## src/rtl/jtag_lock_pkg.sv

```systemverilog
// Shared types for the key-protected debug register bank.
// State encoding and audit counter width used by FSM and bank.
package jtag_lock_pkg;

  typedef enum logic [1:0] {
    LOCKED,
    CHECK,
    UNLOCKED,
    LOCKOUT
  } lock_state_e;

  localparam int AUDIT_CNT_W = 8;

endpackage

```

## src/rtl/jtag_lock_fsm.sv

```systemverilog
// Lock FSM: state, captured key, wrong-key attempt counter.
// LOCKOUT is sticky; only reset_n leaves it.
module jtag_lock_fsm
  import jtag_lock_pkg::*;
#(
  parameter int               KEY_W        = 16,
  parameter logic [KEY_W-1:0] UNLOCK_KEY   = 16'hA5C3,
  parameter int               MAX_ATTEMPTS = 3
) (
  input  logic             clk,
  input  logic             reset_n,
  input  logic             lock_req,
  input  logic             unlock_req,
  input  logic [KEY_W-1:0] unlock_key,
  output lock_state_e      state
);

  localparam int ATT_W = $clog2(MAX_ATTEMPTS + 1);

  logic [KEY_W-1:0] key_q;
  logic [ATT_W-1:0] attempts;
  logic [ATT_W-1:0] att_nxt;
  logic             key_ok;

  assign att_nxt = attempts + ATT_W'(1);
  assign key_ok  = (key_q == UNLOCK_KEY);

  always_ff @(posedge clk or negedge reset_n) begin
    if (!reset_n) begin
      state    <= LOCKED;
      key_q    <= '0;
      attempts <= '0;
    end else begin
      unique case (state)
        LOCKED: begin
          if (unlock_req) begin
            state <= CHECK;
            key_q <= unlock_key;
          end
        end
        CHECK: begin
          if (key_ok) begin
            state    <= UNLOCKED;
            attempts <= '0;
          end else begin
            attempts <= att_nxt;
            state    <= (32'(att_nxt) == MAX_ATTEMPTS) ?
                        LOCKOUT : LOCKED;
          end
        end
        UNLOCKED: begin
          if (lock_req) state <= LOCKED;
        end
        LOCKOUT: state <= LOCKOUT;
      endcase
    end
  end

endmodule

```

## src/rtl/jtag_lock_regbank.sv

```systemverilog
// Key-gated debug config register bank with registered reads.
// Optional `LOCK_AUDIT_EN adds a saturating rejected-write counter.
module jtag_lock_regbank
  import jtag_lock_pkg::*;
#(
  parameter int                DATA_W       = 8,
  parameter int                NUM_REGS     = 4,
  parameter int                KEY_W        = 16,
  parameter logic [KEY_W-1:0]  UNLOCK_KEY   = 16'hA5C3,
  parameter int                MAX_ATTEMPTS = 3,
  parameter logic [DATA_W-1:0] RST_VAL      = '0,
  localparam int               ADDR_W       = $clog2(NUM_REGS)
) (
  input  logic                   clk,
  input  logic                   reset_n,
  input  logic                   wr_en,
  input  logic [ADDR_W-1:0]      wr_addr,
  input  logic [DATA_W-1:0]      wr_data,
  input  logic [ADDR_W-1:0]      rd_addr,
  output logic [DATA_W-1:0]      rd_data,
  input  logic                   lock_req,
  input  logic                   unlock_req,
  input  logic [KEY_W-1:0]       unlock_key,
  output logic                   locked,
  output logic                   lockout,
  output logic                   wr_err,
  output logic [AUDIT_CNT_W-1:0] deny_cnt
);

  lock_state_e       state;
  logic [DATA_W-1:0] regs [NUM_REGS];
  logic              wr_ok;
  logic              wr_rej;
  logic              rd_ok;

  jtag_lock_fsm #(
    .KEY_W       (KEY_W),
    .UNLOCK_KEY  (UNLOCK_KEY),
    .MAX_ATTEMPTS(MAX_ATTEMPTS)
  ) u_fsm (
    .clk       (clk),
    .reset_n   (reset_n),
    .lock_req  (lock_req),
    .unlock_req(unlock_req),
    .unlock_key(unlock_key),
    .state     (state)
  );

  // A simultaneous relock beats the write.
  assign wr_ok = wr_en && (state == UNLOCKED) && !lock_req &&
                 (32'(wr_addr) < NUM_REGS);
  assign wr_rej = wr_en && !wr_ok;
  assign rd_ok  = (state != LOCKOUT) && (32'(rd_addr) < NUM_REGS);

  assign locked  = (state != UNLOCKED);
  assign lockout = (state == LOCKOUT);

  always_ff @(posedge clk or negedge reset_n) begin
    if (!reset_n) begin
      for (int i = 0; i < NUM_REGS; i++) regs[i] <= RST_VAL;
      rd_data <= '0;
      wr_err  <= 1'b0;
    end else begin
      if (wr_ok) regs[wr_addr] <= wr_data;
      rd_data <= rd_ok ? regs[rd_addr] : '0;
      wr_err  <= wr_rej;
    end
  end

`ifdef LOCK_AUDIT_EN
  logic [AUDIT_CNT_W-1:0] deny_q;

  always_ff @(posedge clk or negedge reset_n) begin
    if (!reset_n) begin
      deny_q <= '0;
    end else if (wr_rej && (deny_q != '1)) begin
      deny_q <= deny_q + AUDIT_CNT_W'(1);
    end
  end

  assign deny_cnt = deny_q;
`else
  assign deny_cnt = '0;
`endif

endmodule

```

## config.mk

```make
export PLATFORM = sky130hd
export DESIGN_NAME = jtag_lock_regbank
export DESIGN_NICKNAME = d
export VERILOG_FILES = /design/src/rtl/jtag_lock_pkg.sv /design/src/rtl/jtag_lock_fsm.sv /design/src/rtl/jtag_lock_regbank.sv
export SDC_FILE = /design/constraint.sdc
export NUM_CORES = 1
export LEC_CHECK = 0
export ABC_AREA = 0
export CAP_MARGIN = 40
export CORE_AREA = 3 3 106 108
export CTS_CLUSTER_DIAMETER = 50
export DETAILED_ROUTE_END_ITERATION = 6
export DIE_AREA = 0 0 109 111
export GPL_ROUTABILITY_DRIVEN = 0
export PLACE_DENSITY = 0.53
export SLEW_MARGIN = 10
export SYNTH_ARGS = -nofsm -noshare
export SYNTH_HDL_FRONTEND = slang
export SYNTH_SLANG_ARGS = --single-unit
```

## constraint.sdc

```tcl
create_clock -name clk -period 1.98 [get_ports clk]
set_clock_uncertainty 0.15 [all_clocks]
set_input_delay 0.198 -clock clk [delete_from_list [all_inputs] [get_ports clk]]
set_output_delay 0.198 -clock clk [all_outputs]
set_load 0.01 [all_outputs]
```

==> results.json, run 1 <==
{
  "status": "finished clean",
  "num_rows": 37,
  "crit_cells": 3,
  "grt_overflow": 0,
  "die_y_um": 111,
  "final_hold_viol_count": 0,
  "clk_latency_ns": 0.33,
  "post_drt_wl_per_cell_um": 14.32,
  "worst_slack_ns": 0.1253,
  "start_kind": "register",
  "area_growth_pct": 35.54,
  "regArea_mm2": 0.001526,
  "ys_ff_latch": 61,
  "drt-pass1-iter-count": 4,
  "path_clk_slew_ns": 0.07,
  "cts_root_buf": "clkbuf_8",
  "arrival_ns": 1.51,
  "crit_required_ns": 1.63,
  "max_stage_delay_ns": 0.49,
  "slew_viol_final": 0,
  "r2r_cells": 4,
  "dieArea_mm2": 0.01210,
  "r2r_end": "regs[25]$_DFFE_PN0P_",
  "cts_sinks": 61,
  "period_needed_ns": 1.855,
  "n_antenna_cell": 0,
  "powerDensity_mw_per_mm2": 1316,
  "synthArstFlopShare_pct": 100.0,
  "drcViolationCount": 0,
  "cts.path.max_buffers": 2,
  "grt_pass1_vias": 1682,
  "cts_tree": "yes",
  "grt_setup_unrepaired": "no",
  "synthCells": 166,
  "fin_area_mm2": 0.003517,
  "grt_first_pass_wirelength_um": 8666,
  "preCtsSetupSlack_ns": -0.03552,
  "cp-startpoint": "u_fsm.state[0]$_DFFE_PN0P_",
  "vias": 1540,
  "io_pins": 52,
  "crit_fanout": 6,
  "cp_top_family": "buffers and inverters",
  "r2r-start": "u_fsm.state[1]$_DFFE_PN0P_",
  "n_fill_cell": 1025,
  "netlist_area_mm2": 0.002595,
  "yosysWarningCount": 0,
  "final_layout_size_suffix_gt1_share_pct": 37.61,
  "routed_via_density": 4.162,
  "final_nets": 263,
  "antenna_found_initial": 0,
  "dp_hpwl_um": 3821,
  "drt_iter0_drc": 45,
  "final_cells": 370,
  "synth_area_per_cell_um2": 15.63,
  "fmax_mhz": 539.2,
  "synth_top_flop_cell": "dfrtp_1",
  "relSlewSlack_pct": 60.63,
  "crit_chain": "buf_4, nand2b_1, clkdlybuf4s50_1",
  "placed_area_mm2": 0.003309,
  "cts_htree_levels": 3,
  "cp-end-kind": "output pin",
  "p_leak_nw": 1.588,
  "r2r_setup_slack_ns": 0.20,
  "cts_buffers": 9,
  "post-route-period-util_pct": 93.67,
  "drt_wl_total_um": 5297,
  "cp-endpoint": "locked",
  "place_inst": 353,
  "die_w_um": 109,
  "maxCapViolations": 0,
  "worst_pin_slew_ns": 0.5905,
  "initial_core_util_pct": 25.14,
  "grt_max_degree": 29,
  "cpMaxStageDelayCell": "clkdlybuf4s50_1",
  "synth_edf_count": 0,
  "setup_violations": 0,
  "vdd_drop_max_mv": 0.3118,
  "track_usage_pct": 9.557,
  "worst-setup-path-type": "reg2out",
  "hold_slack_ns": 0.2452,
  "multiInputGateArea_mm2": 0.001007,
  "port-buffer-count": 43,
  "coreArea_mm2": 0.01032,
  "cp.buffers_inverters": 2,
  "final_antenna_net_count": 0,
  "synth_cell_types": 29,
  "seq_area_frac_synth_pct": 58.82,
  "hold_path_class": "in2async"
}
cell usage in the layout, fill, tap and decap left out, types with 2 or more instances in the layout:
cell type	instances
buf_4	7
inv_1	2
nand2_1	2
mux2_2	48
mux4_2	8
clkinv_2	3
buf_12	6
dfrtp_1	61
nand3b_1	2
a21oi_1	2
nor4bb_1	2
clkdlybuf4s50_1	41
nor2b_1	8
clkbuf_8	10
nand2b_1	3
conb_1	8
sequential cells by signal (all words and copies together), names as in the netlist:
| register | cells |
|---|---|
| regs | 32 |
| u_fsm.key_q | 16 |
| rd_data | 8 |
| u_fsm.attempts | 2 |
| u_fsm.state | 2 |
| wr_err | 1 |
Yosys cell counts (all sizes together), types with 2 or more instances:
library cell | n | area [um^2]
a21oi | 2 | 10.01
buf | 10 | 72.56
clkbuf | 2 | 7.510
dfrtp | 61 | 1526
inv | 2 | 7.510
mux2 | 48 | 540.5
mux4 | 8 | 180.2
nand2 | 2 | 7.510
nand2b | 3 | 18.77
nand3b | 2 | 15.01
nor2b | 8 | 50.05
nor3b | 2 | 31.28
nor4bb | 2 | 20.02
where the power goes:
part / switching (mW) / internal [mW]
combinational: 0.468 / 0.927
sequential: 0.275 / 1.86
clock: 0.490 / 0.613
total: 1.23 / 3.40
layer usage:
metal | share of wire, % | GRT usage, %
met5 | 0 | 0
met4 | 2.5 | 5.303
met3 | 3.6 | 2.504
met2 | 49 | 14.46
met1 | 45 | 12.27
worst min-delay path by stage:
stage | depth (start not counted) | end | slack (ns)
floorplan | 0 | rd_data[0]$_DFF_PN0_ | -0.25
global placement | 1 | u_fsm.key_q[0]$_DFFE_PN0P_ | 0.08
detailed placement | 1 | u_fsm.key_q[0]$_DFFE_PN0P_ | 0.08
CTS | 2 | u_fsm.key_q[0]$_DFFE_PN0P_ | 0.26
global route | 2 | u_fsm.key_q[0]$_DFFE_PN0P_ | 0.29
finish | 2 | u_fsm.key_q[0]$_DFFE_PN0P_ | 0.25
stage by stage:
step                TNS [ns]  util (%)  total power [mW]
floorplan                  0         -             3.029
global placement    -0.01176     32.06             3.539
detailed placement   -0.2523     32.06             3.587
CTS                        0     34.07             4.713
global route               0     34.07             4.948
finish                     0     34.07             4.628
layout make-up:
| type | instances | area share (%) |
|---|---|---|
| repair buffers | 57 | 17.25 |
| clock inverters | 6 | 1.743 |
| flip-flops and latches | 61 | 43.40 |
| multi-input cells | 98 | 28.64 |
| clock buffers | 10 | 3.913 |
| inverters | 2 | 0.2134 |
| well taps | 136 | 4.838 |
cells by family after synthesis:
logic type      Yosys count  synth area share (%)
flops                    61                 58.82
mux                      56                 27.77
simple gates             27                 7.859
buf+inv                  14                 3.375
compound gates            6                 1.543
fa+ha+maj                 1                0.4821
other cells               1                0.1445
repair_timing:
item                                   CTS  global route
setup endpoints to repair                1             0
hold buffers                             1             0
setup buffers                            0             0
endpoints found under the hold margin   22             0
resized for setup                        1             0
(Power assumes the default switching activity.)
==> inputs of run 2 (changes only) <==
--- a/config.mk
+++ b/config.mk
@@ -7,10 +7,10 @@
 export LEC_CHECK = 0
 export ABC_AREA = 0
 export CAP_MARGIN = 40
-export CORE_AREA = 3 3 106 108
+export CORE_AREA = 3 3 149 79
 export CTS_CLUSTER_DIAMETER = 50
 export DETAILED_ROUTE_END_ITERATION = 6
-export DIE_AREA = 0 0 109 111
+export DIE_AREA = 0 0 152 82
 export GPL_ROUTABILITY_DRIVEN = 0
 export PLACE_DENSITY = 0.53
 export SLEW_MARGIN = 10
==> results.json, run 2 (synthesis results as in run 1) <==
{
  "status": "finished clean",
  "clkPwrFrac_pct": 28.6,
  "coreArea_mm2": 0.01068,
  "n_antenna_cell": 0,
  "p_int_mw": 3.751,
  "cp-endpoint": "lockout",
  "dp_hpwl_um": 4051,
  "relSlewSlack_pct": 66.99,
  "maxCapViolations": 0,
  "start_kind": "register",
  "final_cells": 381,
  "track_usage_pct": 10.06,
  "multiInputGateArea_mm2": 0.001008,
  "cts_root_buf": "clkbuf_16",
  "final_common_cell": "dfrtp_1",
  "drt_wl_total_um": 5565,
  "num_rows": 27,
  "drt_iter0_drc": 54,
  "vdd_drop_max_mv": 0.3446,
  "drcViolationCount": 0,
  "vias": 1552,
  "final_nets": 266,
  "r2r_setup_slack_ns": 0.22,
  "powerDensity_mw_per_mm2": 1399,
  "grt_max_degree": 61,
  "grt_overflow": 0,
  "switchingPower_mw": 1.280,
  "grt_first_pass_wirelength_um": 9328,
  "io_pins": 52,
  "drt-pass1-iter-count": 4,
  "grt_pass1_vias": 1718,
  "cts_sinks": 61,
  "largest_reg_flops": 32,
  "cts_buffers": 9,
  "r2r_cells": 4,
  "post-route-period-util_pct": 96.19,
  "antenna_found_initial": 0,
  "place_inst": 365,
  "crit_required_ns": 1.63,
  "clk_latency_ns": 0.32,
  "p_leak_nw": 1.616,
  "setup_violations": 0,
  "initial_core_util_pct": 24.31,
  "routed_via_density": 4.073,
  "dieArea_mm2": 0.01246,
  "cts_setup_buffers": 0,
  "final_hold_viol_count": 0,
  "n_fill_cell": 1054,
  "die_w_um": 152,
  "r2r-start": "u_fsm.state[1]$_DFFE_PN0P_",
  "die_y_um": 82,
  "finalSetupTns_ns": 0,
  "slew_viol_final": 0,
  "cts_htree_levels": 3,
  "post_drt_wl_per_cell_um": 14.61,
  "cp-end-kind": "output pin",
  "fmax_mhz": 525.1,
  "path_clk_slew_ns": 0.05,
  "seq_power_share_pct": 42.8,
  "finish.utilization_pct": 33.68,
  "final_antenna_net_count": 0,
  "largestRegisters": "regs (32), u_fsm.key_q (16), rd_data (8)",
  "cp-startpoint": "u_fsm.state[0]$_DFFE_PN0P_",
  "worst-setup-path-type": "reg2out",
  "cts_tree": "yes",
  "cts.path.max_buffers": 2,
  "worst_pin_slew_ns": 0.4885,
  "grt_setup_unrepaired": "no",
  "p_comb_share_pct": 28.6,
  "area_growth_pct": 38.57,
  "crit_fanout": 6,
  "p_sw_share_pct": 25.45,
  "arrival_ns": 1.56,
  "r2r_end": "regs[30]$_DFFE_PN0P_",
  "hold_path_class": "in2async",
  "regArea_mm2": 0.001526,
  "regMostFlops": "regs",
  "port-buffer-count": 43,
  "final_cell_mix": "61 x dfrtp_1, 48 x mux2_2, 42 x clkdlybuf4s50_1",
  "final_layout_size_suffix_gt1_share_pct": 37.71,
  "period_needed_ns": 1.904
}
-- run 2: worst min-delay path by stage --
| stage | startpoint | end | slack (ns) |
|---|---|---|---|
| detailed placement | reset_n | u_fsm.key_q[15]$_DFFE_PN0P_ | -0.15 |
| floorplan | reset_n | rd_data[0]$_DFF_PN0_ | -0.25 |
| finish | reset_n | u_fsm.key_q[15]$_DFFE_PN0P_ | 0.06 |
| global route | reset_n | u_fsm.key_q[15]$_DFFE_PN0P_ | 0.06 |
| CTS | reset_n | u_fsm.key_q[15]$_DFFE_PN0P_ | 0.04 |
| global placement | reset_n | u_fsm.key_q[15]$_DFFE_PN0P_ | -0.15 |
-- run 2: power by group through the flow --
stage,Clock (mW),Sequential (mW),Combinational (mW)
floorplan,0,2.12,0.906
finish,1.44,2.15,1.44
global placement,0,2.16,1.42
CTS,1.51,2.16,1.47
detailed placement,0,2.17,1.46
global route,1.56,2.24,1.58
-- run 2: critical path, cell delays in order, from the launching register on --
cell and delay, ns:
dfrtp_1 0.37, buf_4 0.16, and2_2 0.22, clkdlybuf4s50_1 0.48
-- run 2: per-stage QoR --
stage	hold slack (ns)	cell area (um^2)	power, mW	setup WS (ns)
finish	0.05736	3596	5.031	0.07552
global placement	-0.1528	3306	3.585	-0.006962
CTS	0.03753	3595	5.133	0.002016
global route	0.05714	3596	5.376	0.0003721
floorplan	-0.2476	2621	3.029	0.2682
detailed placement	-0.1518	3306	3.635	-0.03870
-- run 2: final cells by class --
type                       instances  area share (%)
clock buffer                      14           7.620
clock inverter                     1          0.1392
inverter                           2          0.2088
tap                              145           5.045
multi-input combinational         98           28.04
timing repair buffer              60           16.49
sequential                        61           42.45
-- run 2: repair_timing --
action                                  in CTS  in global routing
endpoints found under the hold margin       61                  0
hold buffers                                 1                  0
endpoints found under the setup margin       0                  1
resized for setup                            0                  1
-- run 2: metal layers --
metal	vias up	share of wire, %	GRT usage, %	routed length [um]
met3	7	5.4	4.316	298
met4	0	1.6	4.574	89
met1	782	52	13.71	2871
met5	-	0	0	0
li1	722	-	-	-
met2	41	41	13.72	2305
==> inputs of run 3 (changes only) <==
--- a/config.mk
+++ b/config.mk
@@ -7,12 +7,12 @@
 export LEC_CHECK = 0
 export ABC_AREA = 0
 export CAP_MARGIN = 40
-export CORE_AREA = 3 3 149 79
+export CORE_AREA = 3 3 113 61
 export CTS_CLUSTER_DIAMETER = 50
 export DETAILED_ROUTE_END_ITERATION = 6
-export DIE_AREA = 0 0 152 82
-export GPL_ROUTABILITY_DRIVEN = 0
-export PLACE_DENSITY = 0.53
+export DIE_AREA = 0 0 116 64
+export GPL_ROUTABILITY_DRIVEN = 1
+export PLACE_DENSITY = 0.77
 export SLEW_MARGIN = 10
 export SYNTH_ARGS = -nofsm -noshare
 export SYNTH_HDL_FRONTEND = slang
==> results.json, run 3 (synthesis results as in run 1) <==
{
  "cts_setup_buffers": 0,
  "hold_path_class": "in2async",
  "cts_htree_levels": 3,
  "cts-hold-fix-buffers": 1,
  "grt_pass1_vias": 1740,
  "cts_buffers": 9,
  "ctsResizeCount": 0,
  "slew_viol_final": 0,
  "port-buffer-count": 43,
  "arrival_ns": 1.53,
  "status": "finished clean",
  "grt_first_pass_wirelength_um": 8286,
  "largest_reg_flops": 32,
  "post-route-period-util_pct": 95.01,
  "path_clk_slew_ns": 0.05,
  "crit_fanout": 6,
  "preCtsSetupSlack_ns": -0.006492,
  "grt_max_degree": 62,
  "routed_via_density": 5.010,
  "cp-end-kind": "output pin",
  "drt-pass1-iter-count": 4,
  "area_growth_pct": 36.21,
  "track_usage_pct": 15.30,
  "num_rows": 20,
  "io_pins": 52,
  "grt_overflow": 0,
  "drcViolationCount": 0,
  "r2r_setup_slack_ns": 0.27,
  "cts_tree": "yes",
  "coreArea_mm2": 0.005956,
  "start_kind": "register",
  "cts_sinks": 61,
  "dieArea_mm2": 0.007424,
  "n_antenna_cell": 0,
  "worst_pin_slew_ns": 0.5016,
  "r2r_end": "regs[29]$_DFFE_PN0P_",
  "cts.path.max_buffers": 2,
  "placed_area_mm2": 0.003198,
  "crit_required_ns": 1.63,
  "post_drt_wl_per_cell_um": 16.05,
  "finish.utilization_pct": 59.35,
  "dp_hpwl_um": 3343,
  "r2r_cells": 4,
  "regArea_mm2": 0.001526,
  "p_leak_nw": 1.624,
  "setup_violations": 0,
  "final_hold_viol_count": 0,
  "maxCapViolations": 0,
  "fin_area_mm2": 0.003535,
  "drt_wl_total_um": 4991,
  "grt_setup_unrepaired": "no",
  "die_y_um": 64,
  "n_fill_cell": 450,
  "final_common_cell": "dfrtp_1",
  "multiInputGateArea_mm2": 0.001007,
  "powerDensity_mw_per_mm2": 1483,
  "final_antenna_net_count": 0,
  "drt_iter0_drc": 52,
  "clk_latency_ns": 0.33,
  "largestRegisters": "regs (32), u_fsm.key_q (16), rd_data (8)",
  "initial_core_util_pct": 43.57,
  "r2r-start": "u_fsm.state[0]$_DFFE_PN0P_",
  "vdd_drop_max_mv": 0.5165,
  "relSlewSlack_pct": 66.45,
  "gp_congestion": 0.6919,
  "vias": 1558,
  "final_nets": 263,
  "antenna_found_initial": 0,
  "worst-setup-path-type": "reg2out",
  "cts_root_buf": "clkbuf_16",
  "regMostFlops": "regs",
  "final_cell_mix": "61 x dfrtp_1, 48 x mux2_2, 42 x clkdlybuf4s50_1",
  "period_needed_ns": 1.881,
  "final_layout_size_suffix_gt1_share_pct": 37.18,
  "die_w_um": 116,
  "fmax_mhz": 531.6,
  "worst_slack_ns": 0.09887
}
-- run 3: final cells by class --
type	count	area share [%]
timing repair buffer	57	16.14
inverter	2	0.2124
multi-input combinational	98	28.50
clock inverter	4	1.982
clock buffer	12	7.257
sequential	61	43.19
tap	77	2.726
-- run 3: power breakdown --
group,internal [mW],leakage [nW],total (mW),switching [mW]
sequential,1.86,0.792,2.13,0.271
combinational,0.940,0.669,1.44,0.500
clock,1.16,0.163,1.67,0.508
total,3.96,1.62,5.24,1.28
-- run 3: routing by layer --
| layer | global-route usage, % | vias up | wire (um) |
|---|---|---|---|
| met3 | 5.487 | 12 | 205 |
| li1 | - | 722 | - |
| met4 | 8.538 | 0 | 126 |
| met2 | 25.93 | 39 | 2602 |
| met5 | 0 | - | 0 |
| met1 | 16.70 | 785 | 2056 |
-- run 3: worst max-delay path, cell delays in order, from the launching register on --
cell             delay (ns)
dfrtp_1                0.38
buf_4                  0.16
nand2b_1               0.18
clkdlybuf4s50_1        0.49
-- run 3: worst max-delay path by stage --
stage                                    start                    to  slack [ns]  cells past startpoint
finish              u_fsm.state[0]$_DFFE_PN0P_                locked         0.1                      3
detailed placement                    lock_req  regs[29]$_DFFE_PN0P_      -0.006                      5
global route        u_fsm.state[1]$_DFFE_PN0P_               lockout        0.03                      3
global placement                      lock_req  regs[26]$_DFFE_PN0P_        0.04                      5
floorplan           u_fsm.state[0]$_DFFE_PN0P_  regs[24]$_DFFE_PN0P_        0.27                      3
CTS                 u_fsm.state[0]$_DFFE_PN0P_                locked        0.08                      3
-- run 3: through the flow --
| step | TNS (ns) | hold slack, ns | power [mW] | std cells |
|---|---|---|---|---|
| 2_1_floorplan | 0 | -0.2476 | 3.029 | 173 |
| 3_3_place_gp | 0 | 0.07224 | 3.500 | 294 |
| 3_5_place_dp | -0.01847 | 0.07864 | 3.597 | 294 |
| 4_1_cts | 0 | 0.2682 | 5.319 | 311 |
| 5_1_grt | 0 | 0.3096 | 5.551 | 311 |
| 6_report | 0 | 0.2621 | 5.243 | 311 |
